**src/rtl/fetch_pkg.sv**
```systemverilog
// Shared state encodings and default widths for the instruction fetch sequencer.
package fetch_pkg;

  localparam int unsigned DefInstrWidth = 10;
  localparam int unsigned DefAddrBits   = 6;

  typedef enum logic [1:0] {
    StIdle = 2'b00,
    StLoad = 2'b01,
    StRun  = 2'b10,
    StHalt = 2'b11
  } fetch_state_e;

endpackage

```
**src/rtl/program_counter.sv**
```systemverilog
// Fetch address register: clear to zero, load a branch target, or step with natural wrap.
module program_counter
  import fetch_pkg::*;
#(
  parameter int unsigned ADDR_BITS = DefAddrBits
) (
  input  logic                 i_clk,
  input  logic                 i_rst,
  input  logic                 i_clr,
  input  logic                 i_load,
  input  logic                 i_inc,
  input  logic [ADDR_BITS-1:0] i_target,
  output logic [ADDR_BITS-1:0] o_pc
);

  logic [ADDR_BITS-1:0] r_pc;

  always_ff @(posedge i_clk or posedge i_rst) begin
    if (i_rst) begin
      r_pc <= '0;
    end else if (i_clr) begin
      r_pc <= '0;
    end else if (i_load) begin
      r_pc <= i_target;
    end else if (i_inc) begin
      r_pc <= r_pc + 1'b1;
    end
  end

  assign o_pc = r_pc;

endmodule

```
**src/rtl/fetch_sequencer.sv**
```systemverilog
// Loads a program into an external combinational-read memory, then fetches it
// sequentially with branch redirect and halt/resume.
module fetch_sequencer
  import fetch_pkg::*;
#(
  parameter int unsigned INSTRUCTION_WIDTH = DefInstrWidth,
  parameter int unsigned ADDR_BITS         = DefAddrBits
) (
  input  logic                         clk,
  input  logic                         rst,
  input  logic                         load_start,
  input  logic                         load_valid,
  input  logic [INSTRUCTION_WIDTH-1:0] load_data,
  input  logic                         load_last,
  output logic                         load_ready,
  input  logic                         run,
  input  logic                         halt_req,
  input  logic                         branch_taken,
  input  logic [ADDR_BITS-1:0]         branch_target,
  output logic [ADDR_BITS-1:0]         mem_addr,
  output logic                         mem_we,
  output logic [INSTRUCTION_WIDTH-1:0] mem_wdata,
  input  logic [INSTRUCTION_WIDTH-1:0] mem_rdata,
  output logic [INSTRUCTION_WIDTH-1:0] instr,
  output logic                         instr_valid,
  output logic [ADDR_BITS-1:0]         pc,
  output logic [1:0]                   state,
  output logic [ADDR_BITS:0]           load_count
);

  fetch_state_e                 r_state;
  logic [ADDR_BITS-1:0]         r_wr_ptr;
  logic [ADDR_BITS:0]           r_load_count;
  logic [INSTRUCTION_WIDTH-1:0] r_instr;
  logic                         r_instr_valid;

  logic                 w_accept;
  logic                 w_load_done;
  logic                 w_pc_clr;
  logic                 w_pc_load;
  logic                 w_pc_inc;
  logic [ADDR_BITS-1:0] w_pc;

  always_comb begin
    w_accept    = (r_state == StLoad) && load_valid;
    // The top address always closes the load so the write pointer never wraps.
    w_load_done = w_accept && (load_last || (r_wr_ptr == '1));
    w_pc_clr    = (r_state == StIdle) && !load_start && run;
    w_pc_load   = (r_state == StRun) && !halt_req && branch_taken;
    w_pc_inc    = (r_state == StRun) && !halt_req && !branch_taken;
  end

  program_counter #(
    .ADDR_BITS(ADDR_BITS)
  ) u_program_counter (
    .i_clk   (clk),
    .i_rst   (rst),
    .i_clr   (w_pc_clr),
    .i_load  (w_pc_load),
    .i_inc   (w_pc_inc),
    .i_target(branch_target),
    .o_pc    (w_pc)
  );

  always_ff @(posedge clk or posedge rst) begin
    if (rst) begin
      r_state       <= StIdle;
      r_wr_ptr      <= '0;
      r_load_count  <= '0;
      r_instr       <= '0;
      r_instr_valid <= 1'b0;
    end else begin
      case (r_state)
        StIdle: begin
          r_instr_valid <= 1'b0;
          if (load_start) begin
            r_state      <= StLoad;
            r_wr_ptr     <= '0;
            r_load_count <= '0;
          end else if (run) begin
            r_state <= StRun;
          end
        end
        StLoad: begin
          r_instr_valid <= 1'b0;
          if (w_accept) begin
            r_wr_ptr     <= r_wr_ptr + 1'b1;
            r_load_count <= r_load_count + 1'b1;
          end
          if (w_load_done) begin
            r_state <= StIdle;
          end
        end
        StRun: begin
          if (halt_req) begin
            r_state       <= StHalt;
            r_instr_valid <= 1'b0;
          end else if (branch_taken) begin
            // Drop the fall-through word; instr keeps its last valid value.
            r_instr_valid <= 1'b0;
          end else begin
            r_instr       <= mem_rdata;
            r_instr_valid <= 1'b1;
          end
        end
        StHalt: begin
          r_instr_valid <= 1'b0;
          if (load_start) begin
            r_state      <= StLoad;
            r_wr_ptr     <= '0;
            r_load_count <= '0;
          end else if (run) begin
            r_state <= StRun;
          end
        end
        default: begin
          r_state       <= StIdle;
          r_instr_valid <= 1'b0;
        end
      endcase
    end
  end

  always_comb begin
    load_ready  = (r_state == StLoad);
    mem_we      = w_accept;
    mem_wdata   = load_data;
    mem_addr    = (r_state == StLoad) ? r_wr_ptr : w_pc;
    instr       = r_instr;
    instr_valid = r_instr_valid;
    pc          = w_pc;
    state       = r_state;
    load_count  = r_load_count;
  end

endmodule
```
**config.mk**
```make
export PLATFORM = sky130hd
export DESIGN_NAME = fetch_sequencer
export DESIGN_NICKNAME = d
export VERILOG_FILES = /design/src/rtl/fetch_pkg.sv /design/src/rtl/program_counter.sv /design/src/rtl/fetch_sequencer.sv
export SDC_FILE = /design/constraint.sdc
export NUM_CORES = 1
export LEC_CHECK = 0
export CAP_MARGIN = 0
export CORE_ASPECT_RATIO = 1.1
export CORE_UTILIZATION = 45
export DETAILED_ROUTE_END_ITERATION = 12
export PLACE_DENSITY = 0.84
export SLEW_MARGIN = 15
export SYNTH_ARGS = -nofsm -noshare
export SYNTH_HDL_FRONTEND = slang
export SYNTH_SLANG_ARGS = --single-unit
```
**constraint.sdc**
```tcl
create_clock -name clk -period 3.9 [get_ports clk]
set_input_delay 0.39 -clock clk [delete_from_list [all_inputs] [get_ports clk]]
set_output_delay 0.39 -clock clk [all_outputs]
set_load 0.02 [all_outputs]
```
Word-level counts from Yosys, hierarchy flattened. Index checks and enable logic that the tools add are counted.

Flip-flop bits (word level): 32. Input port bits: 34. Output and inout port bits: 44. Word-level logic and storage cells: 57.

Add/subtract/negate cells: 3. Equality and inequality tests: 9. Muxes and demuxes: 18. Bitwise operators: 2. Reductions and logical operators: 19.

Operators by type and width (count): $mux W6 (6); $mux W7 (2); $pmux W7 S2 (1); $add A6 B1 Y6 const B (2); $pmux W6 S2 (1); $reduce_and A3 Y1 (3); $mux W2 (4); $add A7 B1 Y7 const B (1); $logic_and A1 B1 Y1 (7); $eq A6 B6 Y1 const B (1); $ne A2 B1 Y1 const B (3); $pmux W2 S3 (1); $eq A2 B2 Y1 const B (2); $logic_not A1 Y1 (3); $ne A3 B1 Y1 const B (1); $reduce_bool A3 Y1 (1); $reduce_or A3 Y1 (1); $eq A2 B1 Y1 const B (1); $logic_not A2 Y1 (1); $mux W1 (2); $ne A2 B2 Y1 const B (1); $not A1 Y1 (2); $pmux W1 S2 (1); $reduce_bool A2 Y1 (1); other kinds (2) (2).

Longest topological paths before layout.
Word-level depth: 6. Depth in mapped cells: 8. Mapped depth without buffers: 6.

Cells and area by module. From an unflattened synthesis, not the netlist that was laid out.

Cells, all modules: 168. Area total of the unflattened synthesis: 1767.9 um2.

By module, submodules not included: fetch_sequencer (instances 1, cells each 133, area an instance 1441.4 um2, seq. area each 650.6 um2); program_counter (instances 1, cells each 35, area an instance 326.6 um2, seq. area each 150.1 um2).

Worst setup path after synthesis. OpenSTA, ideal clock, no wires.

Path kind: reg2out. Start point: reg r_state[1] (netlist: state[1]). End point: out mem_addr[0]. Arrival: 1.630 ns. Data required time: 3.510 ns. Setup slack: 1.880 ns. Stages on the path, launching flop included: 5. Buffers on the path: 1. Cells stage by stage: dfrtp_1 inv_1 ha_1 clkbuf_1 mux2_2.

Word-level cells in the longest chain between the ends: 2.

Ends and longest elaborated chain: from (decl) (RTL line fetch_sequencer.sv:31) `fetch_state_e r_state;`; from (signal assigned) (RTL line fetch_sequencer.sv:67) `r_state <= StIdle;`; from (signal assigned) (RTL line fetch_sequencer.sv:77) `r_state <= StLoad;`; from (signal assigned) (RTL line fetch_sequencer.sv:81) `r_state <= StRun;`; $eq A2 B1 Y1; named net load_ready (RTL line fetch_sequencer.sv:15) `output logic load_ready,`; $mux W6 (RTL line fetch_sequencer.sv:128) `mem_addr = (r_state == StLoad) ? r_wr_ptr : w_pc;`; to (decl) (RTL line fetch_sequencer.sv:20) `output logic [ADDR_BITS-1:0] mem_addr,`.

The timed path passes the listed nets, and every way through them passes these cells.

Worst setup path after layout.
Start point: reg r_state[1] (netlist: state[1]). End point: out mem_addr[1].

Word-level cells in the longest chain between the ends: 2.

Ends and longest elaborated chain (RTL line): $eq A2 B1 Y1 (fetch_sequencer.sv:128); $mux W6 (fetch_sequencer.sv:128).

No other way between the ends.

==> metrics.txt <==
outcome=complete, no violations; Max Clk Rate=390 MHz; critical-path cell with the highest stage delay=clkdlybuf4s50_1; top post-synthesis cells by area=dfrtp_1 43%, mux2_2 10%, ha_1 4.7%; Die Ht=69.2 microns; Max Cap Viol=0; r2r setup slk=1.63 ns; initial antenna violation count=0; post-synth top area share=43.3%; peak supply drop=451 uV; ys async rst share=100%; final worst clock skew=0.00260 ns; worst-margin pin slew=0.946 ns; Final min period=2.57 ns; Die W=63.1 microns; wire per inst=14.9 microns; leading area contributor after synthesis=dfrtp_1; vias in the first global route=1,457; Yosys reg bits=32; Mapped Cells=177; first-pass GRT wire length=6910 microns; final hold violation count=0; Inserted Clock Buffers=5; total global routing overflow=0; initial drt markers=177; share of cells above drive strength 1=14.3%; RSZ-0062 raised after global routing=false; Net count, final=263; worst path cell trace=inv_1 > ha_1 > mux2_2 > clkdlybuf4s50_1; Crit Path Max Fanout=12; Crit path required time=3.51 ns; Resized Gates After CTS=0; leakage power=0.00104 uW; dpl hpwl=2910 microns; n_diodes=0; syn_nets=218; cell with the most instances after synthesis=dfrtp_1; # Post-CTS Setup Buffers=0; Clock Latency Late Sink=0.29 ns; CTS clk-pin slew, worst paths=0.07 ns; port bufs=57; hold buffers post-CTS=0; EDFF count, synth=0; Post-synth top flop=dfrtp_1; Commonest cells post-synth=32 x dfrtp_1, 17 x mux2_2, 14 x nor2_1, 12 x nand2_1; # H-tree levels=2; Worst Setup End Kind=output pin; Post-DRT Antenna Nets=0; final setup fails=0; TritonCTS clock tree=done; IO Pins=78; vias per std cell=5.50; Slew Viols, Final=0; arrival time worst endpoint=2.18 ns; largest net degree at the start of global routing=26; Util after Layout=62.5%; detailed-route DRC error count=0; Die Footprint=4370 sq um; Root Buffer Master=clkbuf_8; Mean Syn Cell Area=10.4 sq um; critical path class=register to output pin; Power per Cell Area=813 nW/um^2; Core Region=3960 sq um; Slowest Stage Delay on Critical Path=0.54 ns; Period Utilization, post-route=65.8%; final WL=4100 microns; routability cong.=0.767; sequential-to-total area share from yosys stat=43.3%; Longest Clk Path Bufs=2; Initial Util=46.7%; min-delay worst type=register to register; worst rel slew slack=36.9%; type of origin of the critical path=register; total power=2010 uW; Area Overhead vs Synth=33.9%; final setup TNS=0 ns; total global routing track utilization=20.4%; Mapped Area=1850 sq um; routed vias=1,513; yosys warns=0; count of cell types in the netlist=42; drt pass-1 iters=5; FP Rows=24; CTS sink cnt=32
==> per-stage QoR <==
stage          instance area, sq um  cells  worst slack (ns)  hold WS [ns]
2_1_floorplan                  1850    177              1.88         0.500
3_3_place_gp                   2350    267              1.59         0.494
3_5_place_dp                   2350    267              1.55         0.497
4_1_cts                        2480    275              1.33         0.512
5_1_grt                        2480    275              1.24         0.527
6_report                       2480    275              1.33         0.505
==> layout make-up <==
type	instances	area [sq um]
Clock inverter	1	30.0
Multi-Input combinational cell	119	883
Clock buffer	7	96.3
Fill cell	324	1490
Inverter	6	22.5
Tap cell	52	65.1
Sequential cell	32	801
Timing Repair Buffer	58	578
==> critical path: cells and delay by family (launching register included) <==
| family | cells | cell delay, ns |
|---|---|---|
| buf+inv | 2 | 0.65 |
| fa+ha+maj | 1 | 0.44 |
| flops | 1 | 0.41 |
| mux | 1 | 0.40 |
==> registers in the layout (all words and copies together), names as in the netlist <==
name                    count
instr                      10
instr_valid                 1
load_count                  7
r_wr_ptr                    6
state                       2
u_program_counter.o_pc      6
==> layer usage <==
layer	track usage [%]	vias to the layer above	share of wire (%)
met5	0	-	0
met4	7.49	0	0.88
met3	5.76	5	6.6
met2	32.6	59	51
met1	25.9	737	41
li1	-	712	-
==> cells by family after synthesis <==
| logic type | after synthesis | synth area share, % |
|---|---|---|
| adder cells (fa/ha/maj) | 7 | 4.74 |
| AO/OA/AOI/OAI | 23 | 8.59 |
| XOR/XNOR | 5 | 2.37 |
| flip-flops | 32 | 43.3 |
| buffers and inverters | 26 | 8.93 |
| AND/OR/NAND/NOR | 66 | 21.2 |
| multiplexers | 18 | 10.9 |
==> path summary, 6_finish.rpt <==
kind                                 startpoint                                     to  cells past startpoint
max                        state[1]$_DFFE_PP0P_                            mem_addr[1]                      4
min                        instr[7]$_DFFE_PP0P_                   instr[7]$_DFFE_PP0P_                      1
max reg2reg                state[0]$_DFFE_PP0P_                   instr[0]$_DFFE_PP0P_                      5
min reg2reg                instr[7]$_DFFE_PP0P_                   instr[7]$_DFFE_PP0P_                      1
max in group asynchronous                   rst                r_wr_ptr[2]$_DFFE_PP0P_                      3
min in group asynchronous                   rst  u_program_counter.o_pc[5]$_DFFE_PP0P_                      2
==> power breakdown <==
part	total (uW)	internal, uW	switching, uW	leakage, uW
clock	348	225	123	0.0000645
sequential	586	458	128	0.000404
combinational	1080	527	553	0.000573
==> cells in the final DEF, fill, tap and decap left out, types with 2 or more instances in the layout <==
cell type,instances
a32o_1,2
or4_1,2
o32ai_1,2
nand3b_1,2
ha_1,7
nand2_1,12
dfrtp_1,32
nor4b_1,2
clkbuf_8,7
a211oi_1,2
nor3_1,3
inv_1,6
mux2_2,17
a31oi_1,4
a21oi_1,4
nor4_2,2
clkdlybuf4s50_1,57
nand3_1,11
o21ai_0,5
xnor2_1,4
nor2b_1,4
nor4_1,3
nor2_1,14
(Power assumes the default switching activity.)
==> RTL edit (same settings) <==
The package constant `DefInstrWidth` goes from 10 to 5.
--- a/src/rtl/fetch_pkg.sv
+++ b/src/rtl/fetch_pkg.sv
@@ -3,3 +3,3 @@
 
-  localparam int unsigned DefInstrWidth = 10;
+  localparam int unsigned DefInstrWidth = 5;
   localparam int unsigned DefAddrBits   = 6;
Ports: changed (resized instr, load_data, mem_rdata and mem_wdata); port bits go from 78 to 58. The function was not compared with the original's and may differ.
==> RTL edit against the original RTL <==
- total power shrank 18%
- design area shrank 11%
- non-clock buffer count shrank 11
- sequential cell count shrank 5
- highest routed layer unchanged
- wire length shrank 5.8%
- combinational power shrank 9%
- setup slack lost 0.057 ns
- via count shrank 2.0%
- clock power shrank 53%
- synthesized area shrank 6.4%
==> RTL edit: results (changes against the original RTL) <==
----------------------------------------------------
[Logic synthesis]
  Biggest area contributors in the synthesized netlist ... dfrtp_1 (39%), mux2_2 (7.2%), o31ai_1 (5.2%)
  Portion of netlist area occupied by mux cells ... 10.0% (-0.85 points)
  Gate count of the mapped netlist ... 169 (-4.5%)
  Netlist cell types ... 47 (+12%)
  Adder-cell area share of the yosys netlist ... 5.06% (+0.32 points)
  Synth warn ... 0 (unchanged)
  Fraction of the mapped netlist area in compound gates ... 17.4% (+8.8 points)
  Xor-xnor portion of the synthesized cell area ... 0% (-2.4 points)
  Most used standard cells in the synthesized netlist ... dfrtp_1 (27), o31ai_1 (12), mux2_2 (11)
  Synth Net Count ... 200 (-8.3%)
  Portion of the post-synthesis area used by sequential elements ... 39.0% (-4.3 points)

[Placement]
  Placer's final routability congestion estimate ... 0.802 (+4.6%)
  Dpl ws ... 1.56 ns (+0.0156 ns)
  Cell count after placement ... 250 (-6.4%)
  Total half-perimeter wirelength after legalization and detailed placement ... 2.73 mm (-6.4%)
  Number of I/O port buffers ... 47 (-18%)

[Clock network]
  Reg clk slew, reported paths ... 0.09 ns (+0.02 ns)
  CTS buffer count ... 3 (-2)
  Number of setup buffers added after CTS ... 0 (unchanged)
  Clk_lat worst skew ... 0.27 ns (-0.02 ns)
  H-tree level count ... 1 (-1)
  Clk buf depth ... 2 (unchanged)

[Layout]
  Largest register FFs ... 7 (-3)
  Fill cells ... 344 (+6.2%)
  Nets ... 236 (-10%)
  Share of post-route cells with drive strength above 1 ... 11.3% (-3.1 points)

[Timing]
  Final worst clock skew ... 0.000738 ns (-0.00186 ns)
  Worst slew margin relative to its limit ... 48.5% (+12 points)

[Global route]
  Wire length of the first global-routing pass ... 5.98 mm (-13%)
  GR Util All Layers ... 20.3% (-0.085 points)
  Number of global-route vias before repair ... 1288 (-12%)
  Maximum number of pins on one net before global-route repair ... 28 (+7.7%)

[Detailed routing]
  DRC violation total after the first TritonRoute iteration ... 68 (-62%)
  Vias ... 1482 (-2.0%)
  First-pass detailed-route iteration total ... 4 (-1)
  Final routed wire length divided by cell count ... 15.2 µm (+1.9%)
  Total detailed-routing wirelength ... 3.86 mm (-5.8%)

[Setup path]
  Critical-path maximum fanout ... 13 (+1)
  Arrival time reported for the critical path endpoint ... 2.23 ns (+0.05 ns)
  Family with the most delay on the worst path ... buffers and inverters

[Pwr]
  Largest voltage drop on the vdd net ... 404 µV (-10%)
  P_leak ... 0.000874 µW (-16%)

[Run status]
  Outcome ... finished clean

[Hold path]
  Type of the most critical hold path ... in -> async

----------------------------------------------------
[RTL edit: kinds of logic (layout without fill, tap and decap cells)]
kind of cell               count (synthesis)  in the layout
and+or+nand+nor                           53             53
AOI/OAI and AO/OA                         43             43
DFF                                       27             27
buffers and inverters                     23             58
muxes                                     16             16
adders and majority gates                  7              7
[RTL edit: stage by stage]
step	area, µm²	hold slack (ns)
floorplan	1730	0.443
global placement	2160	0.489
detailed placement	2160	0.498
CTS	2210	0.519
global route	2210	0.534
finish	2210	0.484
[RTL edit: area by class of cell]
cell class	count	area share, %
clock buffer	4	2.04
sequential	27	30.6
timing repair buffer	47	21.3
multi-input combinational	119	42.0
tap	50	2.83
inverter	7	1.19
[RTL edit: report_power, final]
| group | total (µW) | switching, µW | internal (µW) |
|---|---|---|---|
| combinational | 986 | 505 | 481 |
| sequential | 494 | 116 | 379 |
| clock | 162 | 89.1 | 73.4 |
| total | 1640 | 710 | 933 |
[RTL edit: layer usage]
layer,share of wire (%),GRT usage [%]
met1,44,26.4
met2,49,31.4
met3,4.4,3.88
met4,1.9,10.2
met5,0,0
[RTL edit: path summary, 6_finish.rpt]
check / start / to / slack [ns]
max: state[1]$_DFFE_PP0P_ / mem_addr[4] / 1.28
min: rst / instr[4]$_DFFE_PP0P_ / 0.48
max reg2reg: state[1]$_DFFE_PP0P_ / state[1]$_DFFE_PP0P_ / 1.61
min reg2reg: instr[3]$_DFFE_PP0P_ / instr[3]$_DFFE_PP0P_ / 0.52
max in group asynchronous: rst / u_program_counter.o_pc[4]$_DFFE_PP0P_ / 3.03
min in group clk: instr[3]$_DFFE_PP0P_ / instr[3]$_DFFE_PP0P_ / 0.52
